File: src/rtl/regfile_wb_arbiter.sv
// regfile_wb_arbiter
//   Arbitrates two writeback requesters (A: ALU, B: load/mul-div) onto the
//   single register-file write port. An accepted request appears on the
//   registered write port one cycle later. Writes to rd==0 are accepted but
//   suppressed, because the zero register is never written.
//
// Build option:
//   WBARB_ROUND_ROBIN_EN  defined   -> round-robin between A and B; no
//                                      starvation counter; b_starved tied 0.
//                         undefined -> A has fixed priority, and B is
//                                      force-granted after STARVE_MAX
//                                      consecutive refusals.
//
// Ports:
//   clk, reset_n                 clock; async active-low reset
//   a_valid, a_rd, a_data        requester A request
//   a_ready                      A accepted this cycle (combinational)
//   b_valid, b_rd, b_data        requester B request
//   b_ready                      B accepted this cycle (combinational)
//   reg_write, rd, reg_in        registered register-file write port
//   b_starved                    B wait counter saturated (B wins next conflict)

module regfile_wb_arbiter #(
  parameter int STARVE_MAX = 4
) (
  input  logic        clk,
  input  logic        reset_n,
  input  logic        a_valid,
  input  logic [4:0]  a_rd,
  input  logic [31:0] a_data,
  output logic        a_ready,
  input  logic        b_valid,
  input  logic [4:0]  b_rd,
  input  logic [31:0] b_data,
  output logic        b_ready,
  output logic        reg_write,
  output logic [4:0]  rd,
  output logic [31:0] reg_in,
  output logic        b_starved
);

  logic        a_grant;
  logic        b_grant;
  logic        acc;
  logic [4:0]  acc_rd;
  logic [31:0] acc_data;
  logic        acc_wr;

`ifdef WBARB_ROUND_ROBIN_EN
  // prio_b = 1 means B was not the last requester granted, so B wins the
  // next conflict. The reset value favours A.
  logic prio_b;

  always_comb begin
    a_grant = 1'b0;
    b_grant = 1'b0;
    // Readies are gated by reset_n so nothing is offered while in reset.
    if (reset_n) begin
      if (a_valid && b_valid) begin
        a_grant = !prio_b;
        b_grant = prio_b;
      end else begin
        a_grant = a_valid;
        b_grant = b_valid;
      end
    end
  end

  always_ff @(posedge clk or negedge reset_n) begin
    if (!reset_n) begin
      prio_b <= 1'b0;
    end else if (a_grant) begin
      prio_b <= 1'b1;
    end else if (b_grant) begin
      prio_b <= 1'b0;
    end
  end

  assign b_starved = 1'b0;
`else
  localparam logic [3:0] STARVE_LIM = 4'(STARVE_MAX);

  logic [3:0] wait_cnt;
  logic [3:0] wait_nxt;
  logic       force_b;

  assign force_b = (wait_cnt == STARVE_LIM);

  always_comb begin
    a_grant = 1'b0;
    b_grant = 1'b0;
    if (reset_n) begin
      if (a_valid && b_valid) begin
        a_grant = !force_b;
        b_grant = force_b;
      end else begin
        a_grant = a_valid;
        b_grant = b_valid;
      end
    end
  end

  // Counts consecutive cycles in which B waited. It saturates at the limit
  // and clears whenever B is served or withdraws.
  always_comb begin
    wait_nxt = 4'd0;
    if (b_valid && !b_grant) begin
      wait_nxt = force_b ? STARVE_LIM : wait_cnt + 4'd1;
    end
  end

  // b_starved is registered from the same next value, so it always mirrors
  // (wait_cnt == STARVE_MAX) without a combinational path.
  always_ff @(posedge clk or negedge reset_n) begin
    if (!reset_n) begin
      wait_cnt  <= 4'd0;
      b_starved <= 1'b0;
    end else begin
      wait_cnt  <= wait_nxt;
      b_starved <= (wait_nxt == STARVE_LIM);
    end
  end
`endif

  assign a_ready = a_grant;
  assign b_ready = b_grant;

  always_comb begin
    acc      = a_grant || b_grant;
    acc_rd   = b_grant ? b_rd : a_rd;
    acc_data = b_grant ? b_data : a_data;
    acc_wr   = acc && (acc_rd != 5'd0);
  end

  // The write port holds zeros in any cycle that does not carry a real write.
  // This covers idle cycles and accepted writes to the zero register.
  always_ff @(posedge clk or negedge reset_n) begin
    if (!reset_n) begin
      reg_write <= 1'b0;
      rd        <= 5'd0;
      reg_in    <= 32'd0;
    end else begin
      reg_write <= acc_wr;
      rd        <= acc_wr ? acc_rd : 5'd0;
      reg_in    <= acc_wr ? acc_data : 32'd0;
    end
  end

endmodule

File: config.mk
export PLATFORM = sky130hd
export DESIGN_NAME = regfile_wb_arbiter
export DESIGN_NICKNAME = d
export VERILOG_FILES = /design/src/rtl/regfile_wb_arbiter.sv
export SDC_FILE = /design/constraint.sdc
export NUM_CORES = 1
export LEC_CHECK = 0
export ABC_CLOCK_PERIOD_IN_PS = 2100
export CAP_MARGIN = 20
export CORE_ASPECT_RATIO = 0.9
export CORE_MARGIN = 2
export CORE_UTILIZATION = 41
export DETAILED_ROUTE_END_ITERATION = 8
export PLACE_DENSITY_LB_ADDON = 0.08
export SYNTH_ARGS = -nofsm -noshare
export SYNTH_HDL_FRONTEND = slang
export SYNTH_SLANG_ARGS = --single-unit
File: constraint.sdc
create_clock -name clk -period 2.1 [get_ports clk]
set_input_delay 0.42 -clock clk [delete_from_list [all_inputs] [get_ports clk]]
set_output_delay 0.42 -clock clk [all_outputs]
set_load 0.01 [all_outputs]
# Word-level counts from Yosys, hierarchy flattened

Index checks and enable logic that the tools add are counted.

Reductions and logical operators: 7
Add/sub/neg operators: 1
Eq/ne operators: 2
Mux-type cells: 10

Operators by type and width:

| cell                                          | count |
|---|---|
| 2-to-1 mux 32 bit                             | 2 |
| 2-to-1 mux 5 bit                              | 2 |
| == test 4 x 3 -> 1 bit, second input constant | 2 |
| 2-to-1 mux 4 bit                              | 2 |
| nonzero test 5 bit                            | 1 |
| adder 4 x 1 -> 4 bit, second input constant   | 1 |
| 2-to-1 mux 1 bit                              | 4 |
| logical AND 1 bit                             | 3 |
| zero test 1 bit                               | 2 |
| logical OR 1 bit                              | 1 |

Output and inout port bits: 41
Input port bits: 78
Logic and storage cells: 25
Flip-flop bits (word level): 43

# Logic depth before layout (Yosys ltp)

Gate-level depths: netlist of the first run.

Word-level depth: 7
Gate-level depth with buffers: 8
Mapped depth without buffers: 5

# Least setup slack after synthesis of the first run

Ideal clock, no wire load.

Path kind: reg-to-output
Start point: register wait_cnt[0]
End point: output port b_ready
Data arrival time: 1.374 ns
Cell stages (with the launch flop): 9
Slack: 0.306 ns
Path through: dfrtp_1 > inv_1 > ha_1 > nand4b_1 > a21o_1 > clkbuf_1 > buf_6 > buf_6 > inv_1

Cells in the longest elaborated chain, start to end: 3

RTL lines:

| element                  | line | text |
|---|---|---|
| start: declaration       | 83   | `logic [3:0] wait_cnt;` |
| start signal: assignment | 119  | `wait_cnt <= wait_nxt;` |
| == test 4 x 3 -> 1 bit   | 87   | `assign force_b = (wait_cnt == STARVE_LIM);` |
| 2-to-1 mux 1 bit         | 93   | `if (a_valid && b_valid) begin` |
| 2-to-1 mux 1 bit         | 92   | `if (reset_n) begin` |
| end: declaration         | 35   | `output logic b_ready,` |

No other way between the ends.

# Final worst setup path of the first run

Start point: register wait_cnt[0]
End point: output port a_ready

Cells in the longest elaborated chain, start to end: 4

RTL lines:

| element                | line | text |
|---|---|---|
| == test 4 x 3 -> 1 bit | 87   |  |
| zero test 1 bit        | 94   | `a_grant = !force_b;` |
| 2-to-1 mux 1 bit       | 93   |  |
| 2-to-1 mux 1 bit       | 92   |  |
| end: declaration       | 31   | `output logic a_ready,` |

No other way between the ends.

==> metrics.csv, run 1 <==
stage;metric;value;unit
outcome;outcome;completed;
timing;worst clock skew;0.01086;ns
floorplanning;Die X-Extent;84.81;um
finish;Ant. Diodes;0;
route;DRT iter0 DRCs;85;
finish;final core occ;66.20;%
synthesis;Cells after Synth;213;
global_routing;largest net degree at the start of global routing;39;
synthesis;Post-Syn Area per Cell;11.31;sq um
synthesis;Syn Nets;293;
timing;WHS;0.08764;ns
placement;GPL Wtd Cong;0.7475;
global_routing;vias in the first global route;2134;
placement;detailed placement HPWL;4536;um
timing;Tmin final;1.966;ns
clocking;Clock Latency Late Sink;0.30;ns
power_and_ir_drop;static leakage;0.001793;uW
synthesis;Synth warnings;0;
route;residual DRC count;0;
setup_path;CP max FO;3;
setup_path;CP Cell Sequence;inv_1 -> ha_1 -> nand3b_1 -> o211a_1 -> dlygate4sd2_1;
timing;Final Cycle Share;93.63;%
floorplanning;Initial Utilization;42.33;%
clocking;Root Buffer;clkbuf_8;
timing;Slew @ Worst Pin;0.6513;ns
clocking;Post-CTS Setup Bufs;0;
route;DRT Wirelength;6542;um
synthesis;Yosys reg bits;43;
global_routing;first-pass GRT wire length;10590;um
clocking;hold_buf cts;0;
clocking;Clock transition at path regs;0.08;ns
setup_path;R2R setup slack;0.28;ns
route;via count;2081;
route;DR WL/cell;16.40;um
floorplanning;core area;0.005693;sq mm
timing;final setup vio count;0;
timing;Worst slew margin;56.58;%
setup_path;Worst Setup Path Type;flop to primary output;
floorplanning;die height;76.73;um
floorplanning;Site Rows;26;
setup_path;Slowest-stage cell, CP;dfrtp_1;
clocking;CTS tree;yes;
clocking;Num CTS Buffers;5;
route;drt pass-1 iters;4;
setup_path;data required time of the worst path;1.68;ns
setup_path;Buf/Inv on CP;2;
timing;endpoints failing hold;0;
finish;commonest cells after routing, fill and taps aside;clkdlybuf4s50_1, dfrtp_1, mux2i_1, o21ai_0, o211ai_2;
global_routing;initial antenna violation count;0;
setup_path;Worst EP arrival;1.55;ns
power_and_ir_drop;clock power share;26.6;%
timing;RSZ-0062 raised after global routing;false;
placement;Placement Setup Slack;-0.1688;ns
timing;TNS Setup;0;ns
timing;Max Slew Vio Count;0;
power_and_ir_drop;Switching Power;533.5;uW
power_and_ir_drop;Power per Cell Area;523.3;mW/mm^2
route;Avg Vias per Cell;5.216;
synthesis;sequential share of the synthesized area;44.65;%
synthesis;Mapped Area;0.002410;sq mm
floorplanning;die area;0.006507;sq mm
route;Post-DRT Antenna Nets;0;
power_and_ir_drop;total design power;1972;uW
job;max_cap viols;0;
power_and_ir_drop;Comb pwr share;27.6;%
power_and_ir_drop;sequential cell fraction of total power;45.7;%
setup_path;Crit path largest cell delay;0.39;ns
setup_path;Worst setup SP type;flop;
power_and_ir_drop;Sw Ratio;27.05;%
finish;Layout Nets;408;
power_and_ir_drop;peak supply drop;0.4039;mV
floorplanning;IO Pins;119;
setup_path;CP endpoint kind;primary output;
clocking;clock sinks;43;
finish;layout cell share with drive strength beyond 1;17.02;%
placement;buffers added on ports;118;
clocking;H-tree levels;2;
clocking;CTS max path bufs;2;
timing;FMAX;508.6;MHz
timing;setup ws final;0.1338;ns
worst_hold_path;Worst Hold Class;input pin to asynchronous set/reset pin;
setup_path;cell family with most CP delay;flip-flops;
finish;area grow syn2layout;56.39;%
synthesis;count of cell types in the netlist;30;
finish;commonest non-fill, non-tap cell in the layout;clkdlybuf4s50_1;
global_routing;grt total ovfl;0;
global_routing;gr usage total;20.43;%
power_and_ir_drop;Internal;1439;uW
[per-stage QoR]
step / cell area (sq um) / cells
finish: 3769 / 399
global route: 3769 / 399
CTS: 3772 / 399
detailed placement: 3694 / 391
global placement: 3694 / 391
floorplan: 2410 / 213
[area by class of cell]
cell class | instances | area [sq um]
clock buffers | 7 | 76.32
clock inverters | 1 | 5.005
fillers | 458 | 1924
inverters | 10 | 37.54
multi-input cells | 137 | 1149
flip-flops and latches | 43 | 1076
well taps | 70 | 87.58
repair buffers | 131 | 1338
[cell families (layout without fill, tap and decap cells)]
kind of cell | count (synthesis) | count (layout) | synth area share [%]
muxes | 38 | 38 | 15.78
and+or+nand+nor | 23 | 23 | 5.244
buffers and inverters | 33 | 149 | 7.788
xor gates and xnor gates | 1 | 1 | 0.3635
adders and majority gates | 2 | 2 | 1.038
AOI/OAI and AO/OA | 73 | 73 | 25.13
DFF | 43 | 43 | 44.65
[state kept, by name, summed over array words and instances, names as in the netlist]
register / cells
b_starved: 1
rd: 5
reg_in: 32
reg_write: 1
wait_cnt: 4
[synth_stat cells, drive strengths merged]
master | n | area, sq um
dfrtp | 43 | 1076
mux2i | 38 | 380.4
o21ai | 35 | 175.2
o211ai | 33 | 392.9
buf | 14 | 116.4
inv | 10 | 37.54
clkbuf | 9 | 33.78
nand2 | 6 | 22.52
nor2 | 5 | 18.77
nand3 | 3 | 15.01
and3 | 2 | 12.51
ha | 2 | 25.02
or4 | 2 | 22.52
a211oi | 1 | 7.510
a21o | 1 | 7.510
a21oi | 1 | 5.000
nand2b | 1 | 6.260
nand3b | 1 | 7.510
nand4b | 1 | 8.760
nor2b | 1 | 6.260
o211a | 1 | 10.01
o21a | 1 | 7.510
or2 | 1 | 6.260
xor2 | 1 | 8.760
[power by group through the flow]
stage               combinational, uW  sequential, uW  clock [uW]
finish                            545             902         525
global route                      586             909         568
CTS                               550             902         531
detailed placement                550             919           0
global placement                  546             919           0
floorplan                         179             949           0
[final timing paths]
path,cells after the start,to,start
setup / recovery,5,a_ready,wait_cnt[0]
hold / removal,2,wait_cnt[2],reset_n
max in group asynchronous,2,reg_in[29],reset_n
min in group clk,2,wait_cnt[0],wait_cnt[0]
setup reg to reg,6,reg_in[18],wait_cnt[0]
hold reg to reg,2,wait_cnt[0],wait_cnt[0]
[routing by layer]
metal | share of wire [%] | wire length (um) | track usage [%] | vias to the layer above
met1 | 43 | 2826 | 26.55 | 1006
met3 | 6.9 | 449 | 5.597 | 7
met4 | 0.96 | 63 | 5.238 | 0
li1 | - | - | - | 998
met2 | 49 | 3202 | 33.78 | 70
met5 | 0 | 0 | 0 | -
[what timing repair did]
| action | 4_1_cts | 5_1_grt |
|---|---|---|
| pin swaps | 0 | 1 |
| hold endpoints to repair | 0 | 0 |
| endpoints found under the setup margin | 2 | 1 |
| gates resized for setup | 2 | 2 |
[worst register-to-register path: cells and delay by family, from the launching register on]
| family | cells | cell delay, ns |
|---|---|---|
| AO/OA/AOI/OAI | 1 | 0.17 |
| flip-flops | 1 | 0.36 |
| adder cells (fa/ha/maj) | 1 | 0.21 |
| AND/OR/NAND/NOR | 1 | 0.13 |
| buffers and inverters | 2 | 0.59 |
| multiplexers | 1 | 0.29 |
(Power assumes the default switching activity.)
==> run 2, diff against run 1 <==
Settings changed: SETUP_SLACK_MARGIN from default to 0.4.
==> run 2 against run 1 <==
- sequential power about the same
- critical path depth unchanged
- core utilization rose by 2.1 points
- clock-buffer cell count is 1 lower
- clock power decreased by 6.5%
- register-to-register slack gained 0.20 ns
==> metrics.csv, run 2 (synthesis results as in run 1) <==
stage;metric;value;unit
timing;Slew @ Worst Pin;0.4634;ns
timing;worst clock skew;0.005446;ns
setup_path;Worst EP arrival;1.44;ns
timing;FMAX;538.9;MHz
clocking;Clock transition at path regs;0.08;ns
route;drt pass-1 iters;4;
clocking;H-tree levels;2;
finish;commonest cells after routing, fill and taps aside;clkdlybuf4s50_1, dfrtp_1, mux2i_1, o21ai_0, o211ai_2;
route;Post-DRT Antenna Nets;0;
finish;commonest non-fill, non-tap cell in the layout;clkdlybuf4s50_1;
setup_path;CP Cell Sequence;clkdlybuf4s50_1 -> nand2b_4 -> a21o_2 -> inv_2 -> buf_6;
setup_path;Crit path largest cell delay;0.46;ns
placement;placed inst area;0.003681;sq mm
outcome;outcome;completed;
route;residual DRC count;0;
global_routing;M1 GR Usage;27.05;%
floorplanning;IO Pins;119;
floorplanning;Site Rows;26;
clocking;clock sinks;43;
setup_path;CP endpoint kind;primary output;
timing;Worst slew margin;69.11;%
placement;buffers added on ports;118;
clocking;hold_buf cts;0;
finish;layout cell share with drive strength beyond 1;20.36;%
timing;endpoints failing hold;0;
global_routing;first-pass GRT wire length;10620;um
timing;Tmin final;1.856;ns
finish;area grow syn2layout;61.37;%
clocking;Num CTS Buffers;5;
route;DRT Wirelength;7550;um
power_and_ir_drop;Power per Cell Area;505.3;mW/mm^2
finish;max reg flops;32;
global_routing;busiest grt layer;met2;
global_routing;grt total ovfl;0;
worst_hold_path;Worst Hold Class;input pin to asynchronous set/reset pin;
floorplanning;core area;0.005693;sq mm
floorplanning;Die X-Extent;84.81;um
setup_path;Buf/Inv on CP;3;
setup_path;R2R setup slack;0.48;ns
job;max_cap viols;0;
global_routing;vias in the first global route;2152;
global_routing;gr usage total;20.55;%
global_routing;routing usage on met3;5.920;%
route;via count;2165;
placement;GPL Wtd Cong;0.7874;
timing;Final Cycle Share;88.37;%
timing;Max Slew Vio Count;0;
route;DRT iter0 DRCs;114;
global_routing;GR Util met2;33.23;%
finish;Largest Register;reg_in;
finish;Ant. Diodes;0;
setup_path;Worst Setup Path Type;input pin to primary output;
clocking;CTS max path bufs;2;
setup_path;Slowest-stage cell, CP;clkdlybuf4s50_1;
global_routing;initial antenna violation count;0;
timing;WHS;0.1455;ns
clocking;Root Buffer;clkbuf_8;
floorplanning;die height;76.73;um
timing;final setup vio count;0;
setup_path;CP max FO;3;
finish;Layout Nets;415;
finish;biggest regs;reg_in: 32 flops, rd: 5 flops, wait_cnt: 4 flops;
power_and_ir_drop;peak supply drop;0.3633;mV
floorplanning;die area;0.006507;sq mm
setup_path;data required time of the worst path;1.68;ns
finish;Final Cell Area;0.003889;sq mm
floorplanning;Initial Utilization;42.33;%
placement;detailed placement HPWL;4572;um
power_and_ir_drop;static leakage;0.001894;uW
route;Avg Vias per Cell;5.359;
clocking;CTS tree;yes;
timing;RSZ-0062 raised after global routing;true;
global_routing;largest net degree at the start of global routing;39;
setup_path;cell family with most CP delay;buffers and inverters;
route;DR WL/cell;18.69;um
clocking;Clock Latency Late Sink;0.29;ns
setup_path;Worst setup SP type;input pin;
[run 2: cell count changes in the layout (fill, tap and decap cells not counted), moves of 2 or more]
| cell | previous run | this run |
|---|---|---|
| inv_1 | 10 | 7 |
| clkdlybuf4s50_1 | 114 | 107 |
| clkbuf_16 | 0 | 2 |
| inv_2 | 0 | 3 |
| or4_2 | 0 | 3 |
| dlymetal6s2s_1 | 0 | 7 |
[run 2: timing repair]
action                     CTS  global route
pin swaps                    3             5
buffers inserted             0             1
setup endpoints to repair   40            40
gates resized for setup     10            14
gates cloned                 0             6
[run 2: area by class of cell]
| cell class | count | area (sq um) |
|---|---|---|
| clock buffer | 6 | 72.57 |
| fill | 436 | 1804 |
| inverter | 10 | 37.54 |
| multi-input combinational | 141 | 1206 |
| sequential | 43 | 1076 |
| tap | 70 | 87.58 |
| timing repair buffer | 134 | 1409 |
[run 2: report_power, final]
part           internal (uW)  switching, uW  total [uW]
registers                884           18.6         903
clock network            222            268         491
logic                    329            242         571
total                   1440            529        1960
[run 2: per-stage QoR]
| stage | setup slack [ns] | std cells | util (%) | power (uW) | TNS (ns) |
|---|---|---|---|---|---|
| 4_1_cts | 0.2124 | 397 | 65.91 | 1955 | 0 |
| 5_1_grt | 0.2047 | 404 | 68.31 | 2055 | 0 |
| 3_3_place_gp | -0.1638 | 391 | 64.66 | 1463 | -0.4470 |
| 3_5_place_dp | -0.1725 | 391 | 64.66 | 1470 | -0.9652 |
| 6_report | 0.2443 | 404 | 68.31 | 1965 | 0 |
| 2_1_floorplan | 0.3298 | 213 | - | 1129 | 0 |
[run 2: per-layer routing]
metal / part of all wire (%) / up-vias
li1: - / 1033
met3: 5.9 / 6
met5: 0 / -
met2: 49 / 77
met1: 45 / 1049
met4: 0.93 / 0
[run 2: final timing paths]
kind / from / to / cells past startpoint
max: a_valid / b_ready / 5
min: reset_n / reg_in[3] / 2
max reg2reg: wait_cnt[0] / reg_in[26] / 6
min reg2reg: wait_cnt[0] / wait_cnt[0] / 2
max in group asynchronous: reset_n / reg_in[24] / 2
min in group clk: a_rd[2] / rd[2] / 3
[run 2: worst register-to-register path, cell delays in order, from the launching register on]
cell	delay (ns)
dfrtp_1	0.36
inv_2	0.05
ha_4	0.16
nand4b_1	0.11
a21o_2	0.18
clkbuf_8	0.40
mux2i_1	0.29
